==> src/rtl/seq_entry_ctrl.sv <==
// Button front-end for the 4-bit sequence detector: sync + debounce two keys, turn presses
// into bit strobes, latch the pattern per session, and keep history and saturating counters.
//   state  | meaning
//   S_IDLE | waiting for Start, Busy low
//   S_CLR  | one-cycle session clear, latch pattern, pulse Det_Clear
//   S_RUN  | accept one rising edge as a bit (or flag a conflict)
//   S_HOLD | wait for both debounced keys to be released
module seq_entry_ctrl #(
    parameter logic [15:0] DEB_CYCLES = 16'd50000,
    parameter int          CNT_W      = 4
) (
    input  logic             Clk,
    input  logic             Reset_n,
    input  logic             P0,
    input  logic             P1,
    input  logic [3:0]       B,
    input  logic             Start,
    input  logic             Clear_Req,
    input  logic             Match,
    output logic             Bit_Valid,
    output logic             Bit_Value,
    output logic             Det_Clear,
    output logic [3:0]       Pattern,
    output logic [7:0]       History,
    output logic [CNT_W-1:0] Bit_Count,
    output logic [CNT_W-1:0] Match_Count,
    output logic             Conflict,
    output logic             Busy
);

    typedef enum logic [1:0] {S_IDLE, S_CLR, S_RUN, S_HOLD} state_t;

    state_t           state_q, state_d;
    logic [1:0]       sync1_q, sync1_d, sync2_q, sync2_d;
    logic [1:0]       deb_q, deb_d, deb_prev_q, deb_prev_d;
    logic [1:0][15:0] cnt_q, cnt_d;
    logic [1:0]       rise;
    logic             bit_valid_q, bit_valid_d, bit_value_q, bit_value_d;
    logic             conflict_q, conflict_d;
    logic [3:0]       pattern_q, pattern_d;
    logic [7:0]       history_q, history_d;
    logic [CNT_W-1:0] bit_count_q, bit_count_d, match_count_q, match_count_d;
    logic             take0, take1, match_en;

    always_comb begin
        sync1_d    = {P1, P0};
        sync2_d    = sync1_q;
        deb_d      = deb_q;
        cnt_d      = cnt_q;
        deb_prev_d = deb_q;
        for (int i = 0; i < 2; i++) begin
            if (sync2_q[i] != deb_q[i]) begin
                if (cnt_q[i] == DEB_CYCLES - 16'd1) begin
                    deb_d[i] = sync2_q[i];
                    cnt_d[i] = 16'd0;
                end else begin
                    cnt_d[i] = cnt_q[i] + 16'd1;
                end
            end else begin
                cnt_d[i] = 16'd0;
            end
        end
        rise = deb_q & ~deb_prev_q;
    end

    // A rise only counts as a bit when the other key is released; anything else is a conflict.
    assign take0    = rise[0] & ~deb_q[1];
    assign take1    = rise[1] & ~deb_q[0];
    assign match_en = Match & ((state_q == S_RUN) | (state_q == S_HOLD));

    always_comb begin
        state_d       = state_q;
        bit_valid_d   = 1'b0;
        bit_value_d   = bit_value_q;
        conflict_d    = 1'b0;
        pattern_d     = pattern_q;
        history_d     = history_q;
        bit_count_d   = bit_count_q;
        match_count_d = match_count_q;

        if (match_en && match_count_q != {CNT_W{1'b1}})
            match_count_d = match_count_q + CNT_W'(1);

        case (state_q)
            S_IDLE: if (Start) state_d = S_CLR;
            S_CLR: begin
                pattern_d     = B;
                history_d     = 8'h00;
                bit_count_d   = '0;
                match_count_d = '0;
                state_d       = S_RUN;
            end
            S_RUN: begin
                if (!Clear_Req && (rise != 2'b00)) begin
                    state_d = S_HOLD;
                    if (take0 || take1) begin
                        bit_valid_d = 1'b1;
                        bit_value_d = take1;
                        history_d   = {history_q[6:0], take1};
                        if (bit_count_q != {CNT_W{1'b1}})
                            bit_count_d = bit_count_q + CNT_W'(1);
                    end else begin
                        conflict_d = 1'b1;
                    end
                end
            end
            S_HOLD:  if (deb_q == 2'b00) state_d = S_RUN;
            default: state_d = S_IDLE;
        endcase

        if (Clear_Req) state_d = S_CLR;
    end

    always_ff @(posedge Clk or negedge Reset_n) begin
        if (!Reset_n) begin
            state_q       <= S_IDLE;
            sync1_q       <= 2'b00;
            sync2_q       <= 2'b00;
            deb_q         <= 2'b00;
            deb_prev_q    <= 2'b00;
            cnt_q         <= '0;
            bit_valid_q   <= 1'b0;
            bit_value_q   <= 1'b0;
            conflict_q    <= 1'b0;
            pattern_q     <= 4'h0;
            history_q     <= 8'h00;
            bit_count_q   <= '0;
            match_count_q <= '0;
        end else begin
            state_q       <= state_d;
            sync1_q       <= sync1_d;
            sync2_q       <= sync2_d;
            deb_q         <= deb_d;
            deb_prev_q    <= deb_prev_d;
            cnt_q         <= cnt_d;
            bit_valid_q   <= bit_valid_d;
            bit_value_q   <= bit_value_d;
            conflict_q    <= conflict_d;
            pattern_q     <= pattern_d;
            history_q     <= history_d;
            bit_count_q   <= bit_count_d;
            match_count_q <= match_count_d;
        end
    end

    assign Bit_Valid   = bit_valid_q;
    assign Bit_Value   = bit_value_q;
    assign Conflict    = conflict_q;
    assign Pattern     = pattern_q;
    assign History     = history_q;
    assign Bit_Count   = bit_count_q;
    assign Match_Count = match_count_q;
    assign Det_Clear   = (state_q == S_CLR);
    assign Busy        = (state_q != S_IDLE);

endmodule

==> config.mk <==
export PLATFORM = sky130hd
export DESIGN_NAME = seq_entry_ctrl
export DESIGN_NICKNAME = d
export VERILOG_FILES = /design/src/rtl/seq_entry_ctrl.sv
export SDC_FILE = /design/constraint.sdc
export NUM_CORES = 1
export LEC_CHECK = 0
export CAP_MARGIN = 20
export CORE_MARGIN = 2
export CORE_UTILIZATION = 29
export DETAILED_ROUTE_END_ITERATION = 6
export DONT_BUFFER_PORTS = 1
export PLACE_DENSITY = 0.46
export SYNTH_ARGS = -nofsm -noshare
export SYNTH_HDL_FRONTEND = slang
export SYNTH_SLANG_ARGS = --single-unit
==> constraint.sdc <==
create_clock -name Clk -period 2.3 [get_ports Clk]
set_input_delay 0.46 -clock Clk [delete_from_list [all_inputs] [get_ports Clk]]
set_output_delay 0.46 -clock Clk [all_outputs]
set_load 0.02 [all_outputs]
-- Word-level counts from Yosys, hierarchy flattened
Index checks and enable logic that the tools add are counted.
- register bits after elaboration: 65
- input bits: 11
- output and inout bits: 25
- word-level logic and storage cells: 82
- add/sub/neg operators: 4
- eq/ne operators: 15
- multiplexer cells: 24
- bitwise operators: 8
- reductions and logical operators: 16
- operator list (cell ; number):
    $mux W16 ; 4
    $add A16 B1 Y16 const B ; 2
    $eq A16 B16 Y1 const B ; 2
    $mux W4 ; 5
    $mux W8 ; 2
    $pmux W8 S2 ; 1
    $reduce_and A3 Y1 ; 3
    $add A4 B1 Y4 const B ; 2
    $mux W2 ; 4
    $ne A4 B4 Y1 const B ; 2
    $pmux W2 S4 ; 1
    $pmux W4 S2 ; 1
    $reduce_bool A2 Y1 ; 4
    $mux W1 ; 6
    $ne A2 B1 Y1 const B ; 3
    $ne A3 B2 Y1 const B ; 2
    $eq A2 B2 Y1 const B ; 2
    $logic_not A2 Y1 ; 2
    $reduce_and A2 Y1 ; 2
    $reduce_and A4 Y1 ; 1
    $and A1 B1 Y1 ; 3
    $ne A3 B3 Y1 const B ; 1
    $and A2 B2 Y2 ; 1
    $eq A2 B1 Y1 const B ; 1
    7 further kinds ; 10

-- Logic depth before layout (Yosys ltp)
- word-level depth: 7
- gate-level depth with buffers: 7
- mapped depth without buffers: 6

-- Worst setup path before layout
No wires, ideal clock.
- path kind: reg-to-reg
- start: register state_q[0]
- end: register bit_value_q (netlist: Bit_Value)
- setup time: 0.125 ns
- arrival: 1.460 ns
- required time: 2.175 ns
- slack: 0.716 ns
- cell stages (with the launch flop): 7
- buffers on the path: 1
- period minus slack after synthesis: 1.584 ns
- cells stage by stage: dfrtp_1 > inv_1 > ha_1 > buf_2 > nor2b_1 > o21a_1 > mux2_2
- cells in the longest elaborated chain, start to end: 2
- RTL lines (item ; line ; RTL):
    start, declared ; 33 ; state_t state_q, state_d;
    start signal, assigned ; 130 ; state_q <= state_d;
    $eq A2 B2 Y1 ; 84 ; case (state_q)
    $reduce_and A3 Y1 (no line) ; n/a ;
    end signal, assigned ; 137 ; bit_value_q <= bit_value_d;
    end, declared ; 38 ; logic bit_valid_q, bit_valid_d, bit_value_q, bit_value_d;
No other way between the ends.
A chain may end at the register's enable or synchronous reset.

-- Final worst setup path
- start: register state_q[1]
- end: output Det_Clear
- cells in the longest elaborated chain, start to end: 1
- RTL lines (item ; line ; RTL):
    $eq A2 B1 Y1 ; 153 ; assign Det_Clear = (state_q == S_CLR);
    end, declared ; 22 ; output logic Det_Clear,
No other way between the ends.

==> impl_metrics.csv <==
group,metric,value,unit
min_path,min-delay-start,"P1",
timing,setup_tns,0,ns
worst_setup_path,cp_top_family,"flip-flops",
worst_setup_path,path_max_fanout,10,
worst_setup_path,reg2reg_setup_slack,0.56,ns
power,peakVddDrop,0.000250,V
layout,layout_common_cells,"dfrtp_1, nor2_1, xnor2_1",
floorplan,initial_core_util,29.8,%
logic_synthesis,synth_cells,289,
place,gp_congestion,0.723,
worst_setup_path,r2r_cells,5,
logic_synthesis,synth.largest_area_cell,"dfrtp_1",
worst_setup_path,crit_arrival,1.48,ns
global_route,grt_max_degree,66,
power,power_density,752,mW/mm²
detailed_routing,wl,5870,µm
detailed_routing,firstDrtPassIters,7,
min_path,hp-class,"input port to flop",
power,p_leak,1.43,nW
layout,num_antenna_cells,0,
timing,timing.slew.headroom,65.0,%
logic_synthesis,ys_top_cells_by_area,"dfrtp_1, xnor2_1, nor2_1, ha_1, mux2_2",
logic_synthesis,yosysUniqueCellTypes,41,
detailed_routing,wl_met3,325,µm
global_route,grt_usage,11.4,%
cts,root_buffer,"clkbuf_8",
outcome,status,"complete, no violations",
cts,path_clk_slew,0.07,ns
floorplan,core_area,0.0103,mm²
detailed_routing,wl_met2,2650,µm
worst_setup_path,cpMaxStageDelayCell,"dfrtp_1",
min_path,min_to,"sync1_q[1]",
logic_synthesis,synth_top_family_by_area,"simple AND/OR/NAND/NOR gates",
job,max-cap-violations,0,
logic_synthesis,ys_warn_count,0,
cts,clock_path_buffers,2,
worst_setup_path,critPathKind,"flop to primary output",
detailed_routing,wire_per_inst,13.3,µm
floorplan,dieArea,0.0115,mm²
timing,setup_viol,0,
place,place_ws,0.550,ns
floorplan,fp-row-count,37,
min_path,min_path_cells,0,
timing,tightest_slew,0.524,ns
global_route,overflow,0,
detailed_routing,drc,0,
timing,timing.final.crit_share,84.3,%
layout,nNetsFinal,318,
layout,syn_to_final_growth,14.1,%
worst_setup_path,cp_cell_sequence,"inv_1 > ha_1 > buf_4",
cts,cts.sinks,65,
timing,maxSlewViolCount,0,
timing,hold_violations,0,
logic_synthesis,yosysTopAreaCellShare,52.8,%
timing,finClkSkew,0.00957,ns
worst_setup_path,crit_cells,3,
layout,n_fill_cell,1028,
place,dp_hpwl,3880,µm
logic_synthesis,synth.mux.area_fraction,2.56,%
logic_synthesis,syn_area,0.00308,mm²
cts,cts_resized,0,
global_route,grt_pass1_vias,2165,
floorplan,die_h,107,µm
place,io_buffers,0,
global_route,antenna_found_initial,0,
worst_setup_path,cp-start-kind,"flop",
timing,rsz0062_at_grt,"no",
detailed_routing,via_per_inst,4.76,
logic_synthesis,synthAdderAreaFrac,3.25,%
detailed_routing,dr_total_vias,2094,
cts,insertion_delay,0.34,ns
logic_synthesis,syn_area_per_cell,10.7,µm²
global_route,grt_pass1_wl,10300,µm
timing,timing.fmax,516,MHz
worst_setup_path,crit_buf_inv,2,
logic_synthesis,synth_xor_area_share,9.38,%
timing,hold_ws,0.151,ns
detailed_routing,met1_length,2800,µm
cts,htreeDepth,3,
timing,setup_slack,0.362,ns
logic_synthesis,synth_compound_area_share,8.61,%
logic_synthesis,yosys.area_share.simple,20.8,%
logic_synthesis,syn_nets,308,
cts,cts-buffers-inserted,9,
floorplan,ios,36,
worst_setup_path,r2r-end,"Bit_Value",
detailed_routing,dr.max_layer_used,"met4",
layout,post-route-util,34.0,%
layout,drive_above_1_share,11.5,%
logic_synthesis,ys_ff_latch,65,
cts,cts_tree,"yes",
timing,min_period,1.94,ns
worst_setup_path,end_kind,"primary output",
layout,layout_commonest_cell,"dfrtp_1",
worst_setup_path,slowest_delay,0.42,ns
floorplan,die_x,107,µm
detailed_routing,ant_nets,0,
worst_setup_path,crit_required,1.84,ns
worst_setup_path,r2r_start,"state_q[0]",
logic_synthesis,ys_seq_area_share,52.8,%
detailed_routing,drt_first_iter_violations,146,
cells in the mapped netlist, drive strengths merged:
library cell	n
clkbuf	2
and3	4
nor4	7
a211oi	1
and4	2
nand3	12
nand2	21
nor3	10
nor3b	3
a21oi	3
mux2	7
o2bb2ai	1
o21ai	12
nand2b	3
xor2	5
nand4	9
o21a	2
buf	4
dfrtp	65
xnor2	28
o21ba	1
a311oi	2
nor4bb	4
o21bai	2
nor2b	2
nor4b	1
a2bb2oi	7
nand4b	1
o211ai	4
inv	11
nor2	44
o221ai	1
ha	8
repair_timing:
| action | 4_1_cts | 5_1_grt |
|---|---|---|
| buffers inserted | 0 | 0 |
| hold buffers | 2 | 0 |
| endpoints found under the hold margin | 65 | 0 |
worst max-delay path by stage:
stage / from / end / slack [ns]
finish: state_q[1] / Det_Clear / 0.36
global route: state_q[1] / Det_Clear / 0.24
CTS: state_q[1] / Det_Clear / 0.32
detailed placement: state_q[0] / Bit_Value / 0.55
global placement: cnt_q[24] / cnt_q[29] / 0.57
floorplan: state_q[0] / Bit_Value / 0.72
logic make-up after synthesis:
family          Yosys count
simple gates            123
flops                    65
compound gates           36
xor+xnor                 33
buf+inv                  17
fa+ha+maj                 8
mux                       7
state kept, by name (all words and copies together), names as in the netlist, 2 cells and up:
name         count
cnt_q           32
History          8
Bit_Count        4
Match_Count      4
Pattern          4
deb_prev_d       2
deb_prev_q       2
state_q          2
sync1_q          2
sync2_q          2
power breakdown:
part           switching [mW]  internal, mW  total (mW)
Sequential             0.0768          1.19        1.27
Clock                   0.455         0.719        1.17
Combinational           0.126        0.0758       0.202
area by class of cell:
cell class	instances	area [µm²]	area share, %
tap	136	170	4.84
clock buffer	9	124	3.52
sequential	65	1630	46.3
clock inverter	7	119	3.38
inverter	11	41.3	1.17
multi-input combinational	207	1370	39.1
timing repair buffer	5	60.1	1.71
stage by stage:
step           cell area (µm²)  power, mW  cells
2_1_floorplan             3080       1.42    289
3_3_place_gp              3230       1.46    422
3_5_place_dp              3230       1.47    422
4_1_cts                   3510       2.70    440
5_1_grt                   3510       2.78    440
6_report                  3510       2.64    440
layer usage:
metal | global-route usage (%) | vias up
li1 | - | 1030
met1 | 14.1 | 1008
met2 | 17.8 | 49
met3 | 3.95 | 7
met4 | 5.57 | 0
met5 | 0 | -
(Power assumes the default switching activity.)
